### src/rtl/fractal_sync_pkg.sv
// Shared types for the fractal synchronization leaf controller.
// Holds the controller state encoding and the response status codes.
package fractal_sync_pkg;

  typedef enum logic [1:0] {
    IDLE = 2'd0,
    SYNC = 2'd1,
    WAIT = 2'd2,
    RESP = 2'd3
  } ctrl_state_e;

  typedef enum logic [1:0] {
    OK      = 2'b00,
    ERROR   = 2'b01,
    TIMEOUT = 2'b10
  } sync_status_e;

  localparam int unsigned STATUS_WIDTH = 2;

endpackage

### src/rtl/fractal_sync_ctrl_if.sv
// Bundles the request/response channels, status flags and the sync master port.
// The slave modport is the controller's view; the master modport is the environment's view.
interface fractal_sync_ctrl_if #(
  parameter int unsigned AGGR_WIDTH = 4,
  parameter int unsigned ID_WIDTH   = 2,
  parameter int unsigned SD_WIDTH   = 2
);
  import fractal_sync_pkg::*;

  logic                    req_valid_i;
  logic                    req_ready_o;
  logic [AGGR_WIDTH-1:0]   req_aggr_i;
  logic [ID_WIDTH-1:0]     req_id_i;
  logic                    rsp_valid_o;
  logic                    rsp_ready_i;
  logic [STATUS_WIDTH-1:0] rsp_status_o;
  logic                    busy_o;
  logic                    stray_o;
  logic                    sync_o;
  logic [AGGR_WIDTH-1:0]   aggr_o;
  logic [ID_WIDTH-1:0]     id_o;
  logic [SD_WIDTH-1:0]     src_o;
  logic                    wake_i;
  logic [SD_WIDTH-1:0]     dst_i;
  logic                    error_i;

  modport slave (
    input  req_valid_i, req_aggr_i, req_id_i, rsp_ready_i, wake_i, dst_i, error_i,
    output req_ready_o, rsp_valid_o, rsp_status_o, busy_o, stray_o,
           sync_o, aggr_o, id_o, src_o
  );

  modport master (
    output req_valid_i, req_aggr_i, req_id_i, rsp_ready_i, wake_i, dst_i, error_i,
    input  req_ready_o, rsp_valid_o, rsp_status_o, busy_o, stray_o,
           sync_o, aggr_o, id_o, src_o
  );

endinterface

### src/rtl/fractal_sync_ctrl_timeout_cnt.sv
// Saturating WAIT-cycle counter; a zero limit disables expiry entirely.
module fractal_sync_timeout_cnt #(
  parameter int unsigned CNT_WIDTH = 11
) (
  input  logic                 clk_i,
  input  logic                 rst_ni,
  input  logic                 clear_i,
  input  logic                 enable_i,
  input  logic [CNT_WIDTH-1:0] limit_i,
  output logic                 expired_o
);

  logic [CNT_WIDTH-1:0] cnt_q, cnt_d;
  logic                 disabled;

  assign disabled  = (limit_i == '0);
  assign expired_o = !disabled && (cnt_q >= limit_i);

  always_comb begin
    cnt_d = cnt_q;
    if (clear_i) begin
      cnt_d = '0;
    end else if (enable_i && !disabled && !expired_o) begin
      cnt_d = cnt_q + CNT_WIDTH'(1);
    end
  end

  always_ff @(posedge clk_i or negedge rst_ni) begin
    if (!rst_ni) begin
      cnt_q <= '0;
    end else begin
      cnt_q <= cnt_d;
    end
  end

endmodule

### src/rtl/fractal_sync_ctrl.sv
// Leaf-side sequencer: accepts one barrier request, issues it on the sync port,
// waits for wake/error with a bounded timeout and returns a status response.
module fractal_sync_ctrl
  import fractal_sync_pkg::*;
#(
  parameter int unsigned          AGGR_WIDTH     = 4,
  parameter int unsigned          ID_WIDTH       = 2,
  parameter int unsigned          SD_WIDTH       = 2,
  parameter logic [SD_WIDTH-1:0]  LOCAL_SD       = 2'b01,
  parameter int unsigned          TIMEOUT_CYCLES = 1024,
  localparam int unsigned         CNT_WIDTH      = (TIMEOUT_CYCLES > 0) ?
                                                   $clog2(TIMEOUT_CYCLES + 1) : 1
) (
  input logic               clk_i,
  input logic               rst_ni,
  fractal_sync_ctrl_if.slave bus
);

  ctrl_state_e           state_q, state_d;
  sync_status_e          status_q, status_d;
  logic [AGGR_WIDTH-1:0] aggr_q, aggr_d;
  logic [ID_WIDTH-1:0]   id_q, id_d;
  logic                  stray_q, stray_d;

  logic accept;
  logic legal;
  logic dst_match;
  logic tree_event;
  logic expired;

  assign accept     = bus.req_valid_i && (state_q == IDLE);
  assign legal      = accept && (bus.req_aggr_i != '0);
  assign dst_match  = (bus.dst_i & LOCAL_SD) != '0;
  assign tree_event = bus.wake_i || bus.error_i;

  fractal_sync_timeout_cnt #(
    .CNT_WIDTH (CNT_WIDTH)
  ) u_timeout_cnt (
    .clk_i     (clk_i),
    .rst_ni    (rst_ni),
    .clear_i   (legal),
    .enable_i  (state_q == WAIT),
    .limit_i   (CNT_WIDTH'(TIMEOUT_CYCLES)),
    .expired_o (expired)
  );

  always_comb begin
    state_d  = state_q;
    status_d = status_q;
    aggr_d   = aggr_q;
    id_d     = id_q;
    stray_d  = stray_q;

    unique case (state_q)
      IDLE: begin
        if (legal) begin
          state_d = SYNC;
          aggr_d  = bus.req_aggr_i;
          id_d    = bus.req_id_i;
          stray_d = 1'b0;
        end else if (accept) begin
          state_d  = RESP;
          status_d = ERROR;
        end
        // An event landing in the accept cycle still belongs to no barrier.
        if (tree_event) begin
          stray_d = 1'b1;
        end
      end
      SYNC: begin
        state_d = WAIT;
        if (tree_event) begin
          stray_d = 1'b1;
        end
      end
      WAIT: begin
        if (bus.error_i) begin
          state_d  = RESP;
          status_d = ERROR;
        end else if (bus.wake_i && dst_match) begin
          state_d  = RESP;
          status_d = OK;
        end else begin
          if (bus.wake_i) begin
            stray_d = 1'b1;
          end
          if (expired) begin
            state_d  = RESP;
            status_d = TIMEOUT;
          end
        end
      end
      RESP: begin
        if (bus.rsp_ready_i) begin
          state_d = IDLE;
        end
        if (tree_event) begin
          stray_d = 1'b1;
        end
      end
      default: state_d = IDLE;
    endcase
  end

  always_ff @(posedge clk_i or negedge rst_ni) begin
    if (!rst_ni) begin
      state_q  <= IDLE;
      status_q <= OK;
      aggr_q   <= '0;
      id_q     <= '0;
      stray_q  <= 1'b0;
    end else begin
      state_q  <= state_d;
      status_q <= status_d;
      aggr_q   <= aggr_d;
      id_q     <= id_d;
      stray_q  <= stray_d;
    end
  end

  assign bus.req_ready_o  = (state_q == IDLE);
  assign bus.rsp_valid_o  = (state_q == RESP);
  assign bus.rsp_status_o = status_q;
  assign bus.busy_o       = (state_q != IDLE);
  assign bus.stray_o      = stray_q;
  assign bus.sync_o       = (state_q == SYNC);
  assign bus.aggr_o       = aggr_q;
  assign bus.id_o         = id_q;
  assign bus.src_o        = LOCAL_SD;

endmodule

### src/flat_wrapper.sv
// flat-port wrapper written by rule: the top's interface ports become plain ports
module fractal_sync_ctrl_flat import fractal_sync_pkg::*;
#(
  parameter int unsigned          AGGR_WIDTH     = 4,
  parameter int unsigned          ID_WIDTH       = 2,
  parameter int unsigned          SD_WIDTH       = 2,
  parameter logic [SD_WIDTH-1:0]  LOCAL_SD       = 2'b01,
  parameter int unsigned          TIMEOUT_CYCLES = 1024,
  localparam int unsigned         CNT_WIDTH      = (TIMEOUT_CYCLES > 0) ?
                                                   $clog2(TIMEOUT_CYCLES + 1) : 1
)
  (clk_i, rst_ni, bus_req_valid_i, bus_req_aggr_i, bus_req_id_i, bus_rsp_ready_i, bus_wake_i, bus_dst_i, bus_error_i, bus_req_ready_o, bus_rsp_valid_o, bus_rsp_status_o, bus_busy_o, bus_stray_o, bus_sync_o, bus_aggr_o, bus_id_o, bus_src_o);
  fractal_sync_ctrl_if #(.AGGR_WIDTH(AGGR_WIDTH), .ID_WIDTH(ID_WIDTH), .SD_WIDTH(SD_WIDTH)) bus_i ();
  input logic clk_i;
  input logic rst_ni;
  input wire logic [$bits(bus_i.req_valid_i)-1:0] bus_req_valid_i;
  input wire logic [$bits(bus_i.req_aggr_i)-1:0] bus_req_aggr_i;
  input wire logic [$bits(bus_i.req_id_i)-1:0] bus_req_id_i;
  input wire logic [$bits(bus_i.rsp_ready_i)-1:0] bus_rsp_ready_i;
  input wire logic [$bits(bus_i.wake_i)-1:0] bus_wake_i;
  input wire logic [$bits(bus_i.dst_i)-1:0] bus_dst_i;
  input wire logic [$bits(bus_i.error_i)-1:0] bus_error_i;
  output wire logic [$bits(bus_i.req_ready_o)-1:0] bus_req_ready_o;
  output wire logic [$bits(bus_i.rsp_valid_o)-1:0] bus_rsp_valid_o;
  output wire logic [$bits(bus_i.rsp_status_o)-1:0] bus_rsp_status_o;
  output wire logic [$bits(bus_i.busy_o)-1:0] bus_busy_o;
  output wire logic [$bits(bus_i.stray_o)-1:0] bus_stray_o;
  output wire logic [$bits(bus_i.sync_o)-1:0] bus_sync_o;
  output wire logic [$bits(bus_i.aggr_o)-1:0] bus_aggr_o;
  output wire logic [$bits(bus_i.id_o)-1:0] bus_id_o;
  output wire logic [$bits(bus_i.src_o)-1:0] bus_src_o;
  assign bus_i.req_valid_i = bus_req_valid_i;
  assign bus_i.req_aggr_i = bus_req_aggr_i;
  assign bus_i.req_id_i = bus_req_id_i;
  assign bus_i.rsp_ready_i = bus_rsp_ready_i;
  assign bus_i.wake_i = bus_wake_i;
  assign bus_i.dst_i = bus_dst_i;
  assign bus_i.error_i = bus_error_i;
  assign bus_req_ready_o = bus_i.req_ready_o;
  assign bus_rsp_valid_o = bus_i.rsp_valid_o;
  assign bus_rsp_status_o = bus_i.rsp_status_o;
  assign bus_busy_o = bus_i.busy_o;
  assign bus_stray_o = bus_i.stray_o;
  assign bus_sync_o = bus_i.sync_o;
  assign bus_aggr_o = bus_i.aggr_o;
  assign bus_id_o = bus_i.id_o;
  assign bus_src_o = bus_i.src_o;
  fractal_sync_ctrl #(.AGGR_WIDTH(AGGR_WIDTH), .ID_WIDTH(ID_WIDTH), .SD_WIDTH(SD_WIDTH), .LOCAL_SD(LOCAL_SD), .TIMEOUT_CYCLES(TIMEOUT_CYCLES)) u_core (.clk_i(clk_i), .rst_ni(rst_ni), .bus(bus_i));
endmodule
### config.mk
export PLATFORM = sky130hd
export DESIGN_NAME = fractal_sync_ctrl_flat
export DESIGN_NICKNAME = d
export VERILOG_FILES = /design/src/rtl/fractal_sync_pkg.sv /design/src/rtl/fractal_sync_ctrl_if.sv /design/src/rtl/fractal_sync_ctrl_timeout_cnt.sv /design/src/rtl/fractal_sync_ctrl.sv /design/src/flat_wrapper.sv
export SDC_FILE = /design/constraint.sdc
export NUM_CORES = 1
export LEC_CHECK = 0
export CAP_MARGIN = 20
export CORE_UTILIZATION = 47
export DETAILED_ROUTE_END_ITERATION = 8
export HOLD_SLACK_MARGIN = 0.12
export PLACE_DENSITY = 0.74
export SLEW_MARGIN = 5
export SYNTH_ARGS = -nofsm -noshare
export SYNTH_HDL_FRONTEND = slang
export SYNTH_HIERARCHICAL = 1
export SYNTH_SLANG_ARGS = --single-unit
### constraint.sdc
create_clock -name clk_i -period 2.1 [get_ports clk_i]
set_input_delay 0.42 -clock clk_i [delete_from_list [all_inputs] [get_ports clk_i]]
set_output_delay 0.42 -clock clk_i [all_outputs]
set_load 0.01 [all_outputs]
==> results by stage <==
Setup path:
- The endpoint class of the critical path is a flip-flop.
- At the worst endpoint, the arrival time is 2480 ps.
- The largest driver fanout on the critical path is 8.
- Among all stages on the critical path, the largest delay is contributed by or4_4.
- Walking the worst path, the cells encountered are ha_4, a21oi_2, o21ai_2, a221o_1, buf_6, or4_4, a21oi_1.
- The data required time of the worst path is approximately 2400 ps.
- STA classifies the critical path startpoint as a flip-flop.
- The worst setup path is of the reg -> reg kind.
- The largest single stage delay on the critical path is around 500 ps.

CTS:
- The clock latency reported for the late side of the worst-skew pair is 320 ps.
- The number of clock buffers added by TritonCTS is 3.
- Counting along the longest clock path gives a buffer depth of 2.
- The clock-pin slew of the registers on the worst-case setup and hold paths is 130 ps.
- CTS built an H-tree with a depth of 1.
- The number of sinks on the clock net is 22.
- The number of hold buffers added after CTS was 0.
- The root cell of the clock tree is clkbuf_4.
- The TritonCTS clock tree is done.

Global routing:
- The initial antenna violation count is 0.
- The total congestion overflow is 0.
- In the global route stage, overall resource usage came out at 23.4%.
- The global-route wire length before repair is ~6.3 mm.
- The number of global-route vias before repair is roughly 1600.
- Entering global routing, the biggest net connects 23 pins.

STA:
- The final critical path takes up 106% of the cycle.
- For the final database, setup skew stands at approximately 2.1 ps.
- The worst path in the final design needs a cycle of 2230 ps, including I/O delays and setup.
- The number of max-slew violations in the final report is 0.
- Setup repair after global routing could not meet its margin everywhere.
- The number of hold violations in the final report is 0.
- The number of endpoints failing setup at the final stage is 9.
- The max-slew headroom at the worst pin is between 50% and 60%.
- For this run, the top clock speed supported by timing is roughly 0.45 GHz.
- The pin slew with the least headroom to its limit is between 600 and 700 ps.
- Once routing completed, OpenROAD measured the worst setup slack at -127 ps.

Detailed routing:
- Detailed routing inserted a total of 1485 vias.
- Dividing the detail-routed via count by the number of cells gives around 5.2.
- The remaining antenna violation count after routing is 0.
- Summed over all layers, the routed wires come to ~4.2 mm.
- For this block, the initial DRC count from the detailed router was 66.
- After detailed routing, the number of remaining DRC violations is 0.
- For this run, the detailed router's first-pass iteration total came to 4.
- Dividing the detail-routed wire length by the instance count gives 14.8 microns.

Logic synthesis:
- Of the post-synthesis cell area, the part taken by muxes is under 10%.
- After synthesis the cells add up to roughly 1600 sq um.
- Averaged over all synthesized cells, the footprint is 9.39 sq um.
- Of the total synthesized cell area, the portion taken by XOR and XNOR cells is 0%.
- The compound-gate portion of the synthesized area is 16.4%.
- The cell with the most instances after synthesis is dfrtp_1.
- The register area share after synthesis is about a third.
- The cell type with the largest total area after synthesis is dfrtp_1.
- In the synthesized netlist the dominant register cell turns out to be dfrtp_1.
- The synthesis-stage register bit count is 22.
- In the synthesized netlist the async set-or-reset flop fraction comes to 100%.
- The synthesized netlist devotes 21.0% of its cell area to simple gates.
- The fraction of the mapped netlist area in adder cells is a little over an eighth.
- During synthesis, Yosys emitted a total of 6 warnings.
- Ranked by total cell area, the synthesized netlist is headed by dfrtp_1 (34%), ha_1 (13%), mux2_2 (4.9%), inv_1 (3.5%), a21oi_1 (3.4%).
- Counting distinct cell types in the post-synthesis netlist gives 43.
- The gate count of the mapped netlist is about 170.
- The combinational family with the most area after synthesis is simple AND/OR/NAND/NOR gates.
- The portion of synthesized cell area occupied by the leading cell type is 34.3%.
- The commonest cells after synthesis are dfrtp_1 (22), ha_1 (17), inv_1 (15).
- Counting flops with a built-in enable in the synthesized netlist gives 0.

Final layout:
- The finished layout holds around 280 standard cells, fillers aside.
- The final-stage net count is between 200 and 300.
- From synthesis to final layout, the design area changed by 49.3%.
- The repair_antennas step left the layout with diodes totalling 0.
- Of the cells placed in the final design, the portion with a size suffix greater than 1 is between 30% and 40%.
- The filler cells instantiated in the layout total 237.

Status:
- The run finished, with violations left.
- The checks that failed: setup timing.

Pwr:
- The internal power component is about 1.4 mW.
- The total power per unit cell area is roughly 960 nW/um^2.
- The analysis attributes to cell leakage a power of around 1.1 nW.
- Of the total power, registers draw between 20 and 30%.
- The net load switching power is about 870 uW.
- The clock network accounts for between 10 and 15% of the total power.
- The combinational share of power is roughly 58%.
- In this run switching power makes up around 38% of total power.
- The worst-case IR drop observed on VDD is approximately 0.64 mV.

Floorplan:
- The chip width is just over 60 microns.
- The area enclosed by the die boundary is between 3000 and 4000 sq um.
- The total core area is roughly 3200 sq um.
- 29 I/O pins were placed.
- The die is 60.4 microns tall.
- For this configuration, the core starts out at a cell density of between 50% and 60%.
- The number of cell rows is 20.

Place:
- The minimum setup slack after placement is -70.5 ps.
- The placer congestion estimate is between 0.7 and 0.8.
- Input and output buffers added on the ports amount to 25.
- After detailed placement, the design holds a cell count of around 270.
- The HPWL reported at the end of detailed placement is around 2.8 mm.

Worst hold path:
- The worst hold path belongs to the class in -> async.

Job:
- The count of max-cap constraint violations is 0.
-- cell usage in the layout (no fill, tap or decap), types with 8 or more instances in the layout --
cell	n
a21oi_2	9
dfrtp_1	22
conb_1	24
nor2_1	9
ha_1	11
buf_4	21
nor2b_1	8
clkdlybuf4s50_1	23
inv_1	13
nand3_1	8
-- cells by family (layout without fill, tap and decap cells) --
| group | after synthesis | after routing |
|---|---|---|
| muxes | 12 | 12 |
| buffers and inverters | 22 | 68 |
| adders and majority gates | 17 | 17 |
| AOI/OAI and AO/OA | 37 | 37 |
| DFF | 22 | 22 |
| and+or+nand+nor | 59 | 59 |
| other | 2 | 24 |
-- final cells by class --
class	count	area, sq um	share of cell area, %
Sequential cell	22	551	23.0
Timing Repair Buffer	48	435	18.2
Inverter	16	62.6	2.61
Clock inverter	1	30.0	1.25
Tap cell	44	55.1	2.30
Multi-Input combinational cell	149	1240	51.7
Clock buffer	3	22.5	0.940
-- power by group through the flow --
stage / Combinational, mW / Clock, mW / Sequential [mW]
2_1_floorplan: 0.657 / 0 / 0.671
3_5_place_dp: 1.13 / 0 / 0.644
6_report: 1.32 / 0.334 / 0.641
5_1_grt: 1.45 / 0.356 / 0.656
3_3_place_gp: 1.08 / 0 / 0.631
4_1_cts: 1.18 / 0.342 / 0.639
-- layer usage --
metal  share of wire, %  GRT usage, %  vias up
li1                   -             -      735
met1                 40          25.2      714
met2                 56          45.2       32
met3                3.2          5.33        4
met4               0.91          6.82        0
met5                  0             0        -
-- critical path: cells and delay by family (launching register included) --
| kind | cells | cell delay, ps |
|---|---|---|
| AOI/OAI and AO/OA | 4 | 820 |
| adders and majority gates | 1 | 230 |
| buffers and inverters | 1 | 180 |
| DFF | 1 | 430 |
| and+or+nand+nor | 1 | 500 |
-- registers in the layout, indices dropped and copies added, names as in the netlist --
signal	count
u_core/state_q	2
u_core/bus.id_o	2
u_core/bus.rsp_status_o	2
u_core/u_timeout_cnt/cnt_q	11
u_core/bus.aggr_o	4
u_core/bus.stray_o	1
-- timing repair --
item	CTS	global route
endpoints found under the setup margin	12	15
pin swaps	6	10
resized for setup	12	32
buffers inserted	4	2
-- stage by stage --
| step | util, % | power (mW) | hold WS [ps] | TNS, ps | cell area (sq um) |
|---|---|---|---|---|---|
| after detailed placement | 66.4 | 1.78 | 484 | -344 | 2090 |
| after floorplan | - | 1.33 | 124 | -112 | 1700 |
| after global routing | 76.0 | 2.47 | 441 | -1260 | 2400 |
| after global placement | 66.4 | 1.71 | 477 | -122 | 2090 |
| final | 76.0 | 2.30 | 421 | -672 | 2400 |
| after CTS | 70.6 | 2.16 | 420 | -442 | 2230 |
-- worst paths after layout --
check	slack, ps	start	depth (start not counted)	end
max	-130	u_core/u_timeout_cnt/cnt_q[2]	7	u_core/u_timeout_cnt/cnt_q[10]
min	420	rst_ni	2	u_core/bus.stray_o
max reg2reg	-130	u_core/u_timeout_cnt/cnt_q[2]	7	u_core/u_timeout_cnt/cnt_q[10]
min reg2reg	520	u_core/bus.rsp_status_o[1]	1	u_core/bus.rsp_status_o[1]
max in group asynchronous	1460	rst_ni	2	u_core/bus.aggr_o[2]
min in group clk_i	520	u_core/bus.rsp_status_o[1]	1	u_core/bus.rsp_status_o[1]
Note: power is estimated with default switching activity, not from simulation.
